$ cat config.mk
export PLATFORM = sky130hd
export DESIGN_NAME = icache_loader
export DESIGN_NICKNAME = d
export VERILOG_FILES = /design/src/rtl/icache_loader.sv
export SDC_FILE = /design/constraint.sdc
export NUM_CORES = 1
export LEC_CHECK = 0
export ABC_AREA = 1
export BUFFER_PORTS_ARGS = -buffer_cell sky130_fd_sc_hd__buf_2
export CAP_MARGIN = 15
export CORE_MARGIN = 4
export CORE_UTILIZATION = 45
export CTS_BUF_LIST = sky130_fd_sc_hd__clkbuf_8 sky130_fd_sc_hd__clkbuf_16
export DETAILED_ROUTE_END_ITERATION = 10
export PLACE_DENSITY = 0.68
export SYNTH_ARGS = -nofsm -noshare
export SYNTH_HDL_FRONTEND = slang
export SYNTH_SLANG_ARGS = --single-unit
$ cat constraint.sdc
create_clock -name PHI1 -period 2.43 [get_ports PHI1]
set_input_delay 0 -clock PHI1 [delete_from_list [all_inputs] [get_ports PHI1]]
set_output_delay 0 -clock PHI1 [all_outputs]
set_load 0.02 [all_outputs]
$ cat src/rtl/icache_loader.sv
// Byte-stream loader feeding the instruction cache external write port (IAddrE/IInE/IWriteE).
// Define ICLOAD_CHKSUM_EN to require a trailing XOR checksum byte after the image data.
module icache_loader #(
   parameter int unsigned WORDS = 128,
   parameter int unsigned BASE  = 0
) (
   input  logic        PHI1,
   input  logic        MRST,
   input  logic        LdStart,
   input  logic        LdAbort,
   input  logic [7:0]  ByteIn,
   input  logic        ByteValid,
   output logic        ByteReady,
   output logic [31:0] IAddrE,
   output logic [31:0] IInE,
   output logic        IWriteE,
   output logic        CoreHold,
   output logic        LdDone,
   output logic        LdErr,
   output logic [15:0] WordCnt
);

   localparam int unsigned MaxLen = WORDS - BASE;

   typedef enum logic [2:0] {
      StIdle  = 3'd0,
      StHdr   = 3'd1,
      StLoad  = 3'd2,
      StWrite = 3'd3,
`ifdef ICLOAD_CHKSUM_EN
      StChk   = 3'd4,
`endif
      StDone  = 3'd5,
      StErr   = 3'd6
   } state_e;

   state_e      state_q, state_d;
   logic [1:0]  lane_q, lane_d;
   logic [15:0] len_q, len_d;
   logic [23:0] asm_q, asm_d;
   logic [31:0] iaddr_q, iaddr_d;
   logic [31:0] iin_q, iin_d;
   logic [15:0] wcnt_q, wcnt_d;
   logic        ready_q, ready_d;
   logic        iwrite_q, iwrite_d;
   logic        hold_q, hold_d;
   logic        done_q, done_d;
   logic        err_q, err_d;
`ifdef ICLOAD_CHKSUM_EN
   logic [7:0]  csum_q, csum_d;
`endif

   logic        xfer;
   logic [15:0] hdr_len;

   // ByteReady is registered, so a transfer is judged against the flopped copy
   assign xfer    = ByteValid & ready_q;
   assign hdr_len = {len_q[15:8], ByteIn};

   always_comb begin
      state_d = state_q;
      lane_d  = lane_q;
      len_d   = len_q;
      asm_d   = asm_q;
      iaddr_d = iaddr_q;
      iin_d   = iin_q;
      wcnt_d  = wcnt_q;
`ifdef ICLOAD_CHKSUM_EN
      csum_d  = csum_q;
`endif

      unique case (state_q)
         StIdle, StDone, StErr: begin
            if (LdStart) begin
               state_d = StHdr;
               lane_d  = 2'd0;
               wcnt_d  = 16'd0;
`ifdef ICLOAD_CHKSUM_EN
               csum_d  = 8'd0;
`endif
            end
         end

         StHdr: begin
            if (LdAbort) begin
               state_d = StErr;
            end else if (xfer) begin
               if (lane_q == 2'd0) begin
                  len_d[15:8] = ByteIn;
                  lane_d      = 2'd1;
               end else begin
                  len_d  = hdr_len;
                  lane_d = 2'd0;
                  if ((hdr_len == 16'd0) || (32'(hdr_len) > MaxLen)) begin
                     state_d = StErr;
                  end else begin
                     state_d = StLoad;
                  end
               end
            end
         end

         StLoad: begin
            if (LdAbort) begin
               state_d = StErr;
            end else if (xfer) begin
`ifdef ICLOAD_CHKSUM_EN
               csum_d = csum_q ^ ByteIn;
`endif
               if (lane_q == 2'd3) begin
                  iin_d   = {asm_q, ByteIn};
                  iaddr_d = BASE + 32'(wcnt_q);
                  wcnt_d  = wcnt_q + 16'd1;
                  lane_d  = 2'd0;
                  state_d = StWrite;
               end else begin
                  // Shift in so the first byte of the word ends up in bits [31:24]
                  asm_d  = {asm_q[15:0], ByteIn};
                  lane_d = lane_q + 2'd1;
               end
            end
         end

         StWrite: begin
            if (LdAbort) begin
               state_d = StErr;
            end else if (wcnt_q == len_q) begin
`ifdef ICLOAD_CHKSUM_EN
               state_d = StChk;
`else
               state_d = StDone;
`endif
            end else begin
               state_d = StLoad;
            end
         end

`ifdef ICLOAD_CHKSUM_EN
         StChk: begin
            if (LdAbort) begin
               state_d = StErr;
            end else if (xfer) begin
               state_d = (ByteIn == csum_q) ? StDone : StErr;
            end
         end
`endif

         default: state_d = StIdle;
      endcase

      // Flag outputs are decoded from the next state so they are all registered
      ready_d  = (state_d == StHdr) || (state_d == StLoad)
`ifdef ICLOAD_CHKSUM_EN
                 || (state_d == StChk)
`endif
                 ;
      iwrite_d = (state_d == StWrite);
      hold_d   = !((state_d == StIdle) || (state_d == StDone));
      done_d   = (state_d == StDone);
      err_d    = (state_d == StErr);
   end

   always_ff @(posedge PHI1) begin
      if (!MRST) begin
         state_q  <= StIdle;
         lane_q   <= 2'd0;
         len_q    <= 16'd0;
         asm_q    <= 24'd0;
         iaddr_q  <= 32'd0;
         iin_q    <= 32'd0;
         wcnt_q   <= 16'd0;
         ready_q  <= 1'b0;
         iwrite_q <= 1'b0;
         hold_q   <= 1'b0;
         done_q   <= 1'b0;
         err_q    <= 1'b0;
`ifdef ICLOAD_CHKSUM_EN
         csum_q   <= 8'd0;
`endif
      end else begin
         state_q  <= state_d;
         lane_q   <= lane_d;
         len_q    <= len_d;
         asm_q    <= asm_d;
         iaddr_q  <= iaddr_d;
         iin_q    <= iin_d;
         wcnt_q   <= wcnt_d;
         ready_q  <= ready_d;
         iwrite_q <= iwrite_d;
         hold_q   <= hold_d;
         done_q   <= done_d;
         err_q    <= err_d;
`ifdef ICLOAD_CHKSUM_EN
         csum_q   <= csum_d;
`endif
      end
   end

   assign ByteReady = ready_q;
   assign IAddrE    = iaddr_q;
   assign IInE      = iin_q;
   assign IWriteE   = iwrite_q;
   assign CoreHold  = hold_q;
   assign LdDone    = done_q;
   assign LdErr     = err_q;
   assign WordCnt   = wcnt_q;

endmodule
== After elaboration in Yosys (flattened, before gate mapping) ==
Cells that the tools add are included.
Storage, ports and cells
  logic and storage cells: 79
  bits of input ports: 13
  register bits after elaboration: 114
  latch bits: 0
  output and inout bits: 85
  memory bits (read-only): 0
  RAM bits: 0
  memories: 0
Cells by class
  divide/modulo/power cells: 0
  shifts and indexed selects: 0
  equality and inequality tests: 18
  multiply operators: 0
  $add $sub $neg: 2
  magnitude comparators: 1
  bitwise gates (word level): 4
  muxes and demuxes: 24
  reductions and logical operators: 17
Operator list (count)
  $mux 16: 4
  $pmux 16 s2: 1
  $mux 3: 10
  $add 16x1->16 const B: 1
  $eq 16x16->1: 1
  $gt 16x8->1 const B: 1
  $logic_not 16->1: 1
  $reduce_and 4->1: 4
  $eq 3x2->1 const B: 4
  $eq 3x3->1 const B: 4
  $mux 2: 6
  $ne 2x2->1 const B: 6
  $pmux 3 s4: 1
  $eq 3x1->1 const B: 2
  $logic_not 3->1: 2
  $pmux 2 s3: 1
  $reduce_and 6->1: 1
  $reduce_and 5->1: 1
  $logic_or 1x1->1: 3
  $not 1->1: 3
  $reduce_bool 3->1: 1
  $reduce_or 3->1: 1
  $add 2x1->2 const B: 1
  $eq 2x2->1 const B: 1
  other kinds (5): 5

== Depth between registers and ports, before layout ==
Gate-level depths: netlist of the first run.
  word-level depth: 10
  mapped depth: 14
  mapped depth without buffers: 13

== Least setup slack after synthesis of the first run ==
OpenSTA, ideal clock, no wires.
  path kind: register -> register
  start point: reg wcnt_q[7] (netlist: WordCnt[7])
  end point: reg ready_q (netlist: ByteReady)
  buffers on the path: 0
  cell stages (with the launch flop): 12
  clock period less this slack: 1.611 ns
  required time: 2.318 ns
  arrival: 1.499 ns
  setup slack: 0.819 ns
  setup time: 0.112 ns
  cell sequence: dfxtp_1 -> inv_1 -> nand2_1 -> nand2_1 -> nor2_1 -> nand2_1 -> nor2_1 -> nand3_1 -> a21oi_2 -> nand2_1 -> nand2_1 -> nor2_1
On the way
  longest elaborated chain between the ends: 6
  elaborated cells on any way between the ends: 7
  those cells by class: eq/ne (3); mux (3); reduce/logical (1)
RTL lines
  start: declaration: RTL line 43  | logic [15:0] wcnt_q, wcnt_d;
  start signal: assignment: RTL line 187  | wcnt_q <= wcnt_d;
  $eq 16x16->1 (*): RTL line 127  | end else if (wcnt_q == len_q) begin
  $mux 3 (*): RTL line 127
  $mux 3 (*): RTL line 125  | if (LdAbort) begin
  $pmux 3 s4 (*): RTL line 72  | unique case (state_q)
  $eq 3x1->1 or $eq 3x2->1 (tied branches): RTL line 152  | ready_d = (state_d == StHdr) || (state_d == StLoad)
  $logic_or 1x1->1 (*): RTL line 152
  end signal: assignment: RTL line 188  | ready_q <= ready_d;
  end: declaration: RTL line 44  | logic ready_q, ready_d;
Mark *: on every way between the ends. The rest lies on a longest branch, timed or not.
A chain may end at the register's enable or synchronous reset.

== Final worst setup path of the first run ==
  start point: reg lane_q[0]
  end point: reg iin_q[10] (netlist: IInE[10])
On the way
  longest elaborated chain between the ends: 2
RTL lines
  start: declaration: RTL line 38  | logic [1:0] lane_q, lane_d;
  start signal: assignment: RTL line 182  | lane_q <= lane_d;
  $eq 2x2->1: RTL line 110  | if (lane_q == 2'd3) begin
  $reduce_and 4->1 (no line)
  end signal: assignment: RTL line 186  | iin_q <= iin_d;
  end: declaration: RTL line 42  | logic [31:0] iin_q, iin_d;
Every way passes these cells.

==> results of run 1 <==
[worst reg2reg max path, cell delays in order (launching register included)]
cell and delay, ns:
dfxtp_1 0.35, ha_1 0.25, inv_1 0.07, nor2_1 0.17
nand3_2 0.41, buf_4 0.47, o21ai_0 0.30, a21oi_1 0.07
[logic make-up after synthesis]
kind of cell    after synthesis  synth area share [%]
compound gates              195                  19.9
xor+xnor                      4                 0.689
fa+ha+maj                     3                 0.738
buf+inv                     158                  13.6
flops                       114                  44.9
other cells                   1                0.0738
simple gates                233                  20.1
[area by class of cell]
type	count	area, um^2
Timing Repair Buffer	97	558
Clock buffer	17	425
Tap cell	140	175
Clock inverter	15	190
Sequential cell	114	2280
Fill cell	1040	4720
Multi-Input combinational cell	451	2170
Inverter	109	412
[power groups by stage]
stage                     registers, mW  logic, mW  clock network, mW
final                              2.04      0.915               2.59
after global routing               2.04       1.04               2.72
after CTS                          2.04      0.916               2.62
after detailed placement           2.07      0.898                  0
after global placement             2.07      0.880                  0
after floorplan                    2.10      0.706                  0
[sequential cells by signal, summed over array words and instances (netlist names)]
signal     count
IAddrE        16
len_q         16
ByteReady      1
WordCnt       16
CoreHold       1
LdDone         1
state_q        3
LdErr          1
IInE          32
IWriteE        1
asm_q         24
lane_q         2
[final timing paths]
kind	from	to	slack [ns]	depth (start not counted)
worst min register to register	IInE[9]	IInE[9]	0.44	2
worst max register to register	lane_q[0]	IInE[10]	0.20	7
worst min-delay path	LdStart	state_q[0]	0.02	5
worst max-delay path	lane_q[0]	IInE[10]	0.20	7
[layer usage]
| layer | global-route usage (%) | share of wire (%) | routed length [um] | vias up |
|---|---|---|---|---|
| met3 | 5.13 | 6.8 | 859 | 20 |
| met5 | 0 | 0 | 0 | - |
| met4 | 7.13 | 1.3 | 162 | 0 |
| met2 | 30.7 | 45 | 5610 | 152 |
| met1 | 26.8 | 47 | 5930 | 2144 |
| li1 | - | - | - | 2396 |
[cell usage in the layout (no fill, tap or decap), types with 5 or more instances in the layout]
master / count
o21ai_0: 98
nor3_1: 15
buf_2: 81
inv_1: 105
nand2_1: 102
dfxtp_1: 114
conb_1: 16
clkinv_2: 5
clkbuf_16: 17
nand4_1: 8
dlygate4sd3_1: 8
buf_4: 7
nand3_1: 17
a21oi_1: 88
nor2_1: 77
==> metrics.csv, run 1 <==
metric,value,unit
outcome,"complete, no violations",
cell accounting for the most synthesized area,dfxtp_1,
launching element type of the critical path,flip-flop,
clock insertion delay at the later pin of the skew report,0.41,ns
area of the die,13100,um^2
Core Area,10900,um^2
portion of total power attributed to sequential cells,36.7,%
number of clock buffers inserted by TritonCTS,17,
drt pass-1 iters,5,
leakage power total,2.72,nW
average wire length per cell after detail routing,13.3,um
# H-tree levels,4,
slowest library cell on the worst path,buf_4,
pin count of the biggest net entering global routing,68,
Final Hold Slack,0.0170,ns
fin worst setup slack,0.204,ns
Post-Route Setup TNS,0,ns
library cell with the highest instance count after synthesis,dfxtp_1,
portion of synthesized cell area occupied by the leading cell type,44.9,%
number of nets still failing antenna checks after routing,0,
cell row count,38,
first-pass GRT wire length,20900,um
Internal Dissipation,3.94,mW
Cells after DPL,903,
class of the tightest hold or removal check,in2reg,
start-to-end type of the worst setup path,reg2reg,
growth of design area from synthesis to finish,22.2,%
synthesized area per cell,7.18,um^2
HPWL after detailed placement,8760,um
final count of pins violating max slew,0,
layout cells sized above 1,17.6,%
largest fanout of any net on the critical path,67,
P per Cell Area,892,nW/um^2
"worst slack, placed",0.287,ns
register bit total from synthesis,114,
CTS resizes,0,
Design Power,5.55,mW
Clock transition at path regs,0.06,ns
post-layout min period,2.23,ns
clk sinks,114,
first-iteration detailed-routing DRC count,443,
fraction of power spent switching nets,29.0,%
total cell area at the placement stage,5520,um^2
longest individual stage delay on the worst path,0.47,ns
Global Route Usage Sum,19.8,%
final setup violating endpoints,0,
maximum operating frequency,449,MHz
final wirelength,12600,um
period utilisation layout,91.6,%
remaining max-slew budget at the tightest pin,48.7,%
clock group share of total power,46.8,%
Critical Path AT,2.50,ns
detailed-route vias per instance,5.00,
cell count after synthesis,708,
leading cell types by total area after synthesis,"dfxtp_1, o21ai_0, a21oi_1",
Post-synth EDFFs,0,
"non-filler cells, final",943,
P_sw,1.61,mW
top flip-flop cell by instance count after synthesis,dfxtp_1,
effective utilization at floorplan,46.5,%
final estimated routing congestion in global placement,0.908,
vias in the first global route,4441,
Final nets,806,
Comb power frac,16.5,%
Synthesis Warnings,0,
total congestion overflow,0,
"Non-Filler Cell Area, Final",6210,um^2
hold violation count in the final report,0,
number of buffers on the longest clock path,2,
Mapped Area,5080,um^2
cell at the root of the clock tree,clkbuf_16,
count of buffers added by post-CTS timing repair for setup,0,
Die Height,114,um
top cell types by occurrence after synthesis,"dfxtp_1, inv_1, nand2_1",
crit-path cells,ha_1 > inv_1 > nor2_1 > nand3_2 > buf_4 > o21ai_0 > a21oi_1,
number of primary I/O pins,98,
sequential-to-total area share from yosys stat,44.9,%
Post-Route Skew,0.00612,ns
Horiz. Die Dim,114,um
number of buffers inserted for hold repair after clock tree synthesis,8,
CTS tree,yes,
antenna violations before repair,0,
count of antenna diodes in the layout,0,
Post-synth ARST share,0,%
number of maximum-capacitance violations,0,
setup repair after global routing missed its margin,false,
Cell variety after synth,38,
port buffer count,81,
Crit path max-delay family,simple AND/OR/NAND/NOR gates,
worst ir drop on vdd,0.000461,V
transition at the pin with the smallest max-transition slack,0.765,ns
DRC viols,0,
required time at the worst-slack endpoint,2.71,ns
number of vias after detailed routing,4712,
Worst setup EP type,flip-flop,
utilization after layout,56.8,%
WP buf/inv,2,
No activity file was read; power rests on OpenSTA's default activity.
==> run 2, diff against run 1 <==
--- a/config.mk
+++ b/config.mk
@@ -8,11 +8,11 @@
 export ABC_AREA = 1
 export BUFFER_PORTS_ARGS = -buffer_cell sky130_fd_sc_hd__buf_2
 export CAP_MARGIN = 15
-export CORE_MARGIN = 4
-export CORE_UTILIZATION = 45
+export CORE_MARGIN = 1
+export CORE_UTILIZATION = 52
 export CTS_BUF_LIST = sky130_fd_sc_hd__clkbuf_8 sky130_fd_sc_hd__clkbuf_16
 export DETAILED_ROUTE_END_ITERATION = 10
-export PLACE_DENSITY = 0.68
+export PLACE_DENSITY = 0.77
 export SYNTH_ARGS = -nofsm -noshare
 export SYNTH_HDL_FRONTEND = slang
 export SYNTH_SLANG_ARGS = --single-unit
==> run 2 against run 1 <==
Compared with the run above:
- sequential power is essentially flat
- count of clock-buffer cells in the layout up 2
- sequential share of layout area is 0.067 points higher
- first-iteration DRC count fell by 22%
- final cell count is 1.2% lower
- combinational power about the same
- non-clock buffer count stayed put
- largest cell class unchanged
==> metrics.csv, run 2 (same netlist as run 1, synthesis figures left out) <==
metric,value,unit
launching element type of the critical path,flip-flop,
pin count of the biggest net entering global routing,97,
final estimated routing congestion in global placement,0.901,
Worst setup EP type,flip-flop,
clock insertion delay at the later pin of the skew report,0.51,ns
growth of design area from synthesis to finish,22.0,%
Core Area,9370,um^2
detailed-route vias per instance,5.11,
Critical Path AT,2.48,ns
final setup violating endpoints,0,
Global Route Usage Sum,25.7,%
worst ir drop on vdd,0.000497,V
total congestion overflow,0,
Horiz. Die Dim,101,um
Cells after DPL,890,
number of buffers on the longest clock path,2,
most frequent cells in the layout,"dfxtp_1, inv_1, nand2_1, o21ai_0, a21oi_1",
"Non-Filler Cell Area, Final",6200,um^2
maximum operating frequency,477,MHz
total cell area at the placement stage,5500,um^2
Die Height,101,um
effective utilization at floorplan,54.2,%
CTS resizes,0,
class of the tightest hold or removal check,in2reg,
final wirelength,12500,um
HPWL after detailed placement,8240,um
count of buffers added by post-CTS timing repair for setup,0,
Final Hold Slack,0.101,ns
drt pass-1 iters,5,
number of clock buffers inserted by TritonCTS,17,
slowest library cell on the worst path,dfxtp_1,
start-to-end type of the worst setup path,reg2reg,
"most common cell after layout, fill and taps aside",dfxtp_1,
"non-filler cells, final",932,
Post-Route Setup TNS,0,ns
number of buffers inserted for hold repair after clock tree synthesis,10,
DRC viols,0,
flip-flop count of the largest register after layout,32,
crit-path cells,nand2_2 > nor2_8 > inv_4 > nand2_1 > nand3_2 > inv_2 > nand3_1 > nor3b_2,
cell row count,35,
period utilisation layout,86.3,%
outcome,"complete, no violations",
Final nets,806,
leakage power total,2.72,nW
first-iteration detailed-routing DRC count,346,
Post-Route Skew,0.00764,ns
layout cells sized above 1,17.2,%
cell at the root of the clock tree,clkbuf_8,
area of the die,10200,um^2
largest fanout of any net on the critical path,20,
number of nets still failing antenna checks after routing,0,
longest individual stage delay on the worst path,0.43,ns
first-pass GRT wire length,20300,um
transition at the pin with the smallest max-transition slack,0.765,ns
number of primary I/O pins,98,
number of maximum-capacitance violations,0,
final count of pins violating max slew,0,
count of antenna diodes in the layout,0,
# H-tree levels,4,
required time at the worst-slack endpoint,2.82,ns
P per Cell Area,879,nW/um^2
hold violation count in the final report,0,
port buffer count,81,
average wire length per cell after detail routing,13.4,um
clk sinks,114,
antenna violations before repair,0,
remaining max-slew budget at the tightest pin,49.0,%
Clock transition at path regs,0.06,ns
vias in the first global route,4366,
setup repair after global routing missed its margin,false,
CTS tree,yes,
FILL cells,814,
post-layout min period,2.10,ns
number of vias after detailed routing,4760,
[run 2: layout make-up]
class	instances	area, um^2	area share [%]
clock buffers	19	442	7.12
clock inverters	13	159	2.56
inverters	109	412	6.64
multi-input cells	451	2170	35.0
flip-flops and latches	114	2280	36.8
well taps	129	161	2.60
repair buffers	97	576	9.28
[run 2: worst max-delay path, delay by kind of cell, from the launching register on]
kind | cells | cell delay, ns
flip-flops | 1 | 0.43
buffers and inverters | 2 | 0.44
AND/OR/NAND/NOR | 6 | 1.10
[run 2: metrics by stage]
stage	utilization [%]	setup slack (ns)	total power, mW
after CTS	66.2	0.359	5.46
final	66.2	0.332	5.45
after floorplan	-	0.819	2.81
after global placement	58.7	0.501	2.91
after global routing	66.2	0.173	5.68
after detailed placement	58.7	0.389	2.96
[run 2: layer usage]
metal  GRT usage [%]  share of wire [%]  vias up
met2            41.3                 46      163
met4            11.6                1.4        0
met5               0                  0        -
met1            33.5                 46     2171
li1                -                  -     2407
met3            4.99                6.0       19
[run 2: path summary, 6_finish.rpt]
check / start / endpoint / slack [ns] / depth (start not counted)
worst min-delay path: MRST / CoreHold / 0.10 / 3
worst max register to register: state_q[1] / WordCnt[9] / 0.33 / 8
worst max-delay path: state_q[1] / WordCnt[9] / 0.33 / 8
worst min register to register: IInE[25] / IInE[25] / 0.44 / 2
[run 2: where the power goes]
part,total (mW),switching (mW),internal [mW]
Clock,2.50,0.889,1.61
Sequential,2.04,0.0825,1.95
Combinational,0.912,0.646,0.266
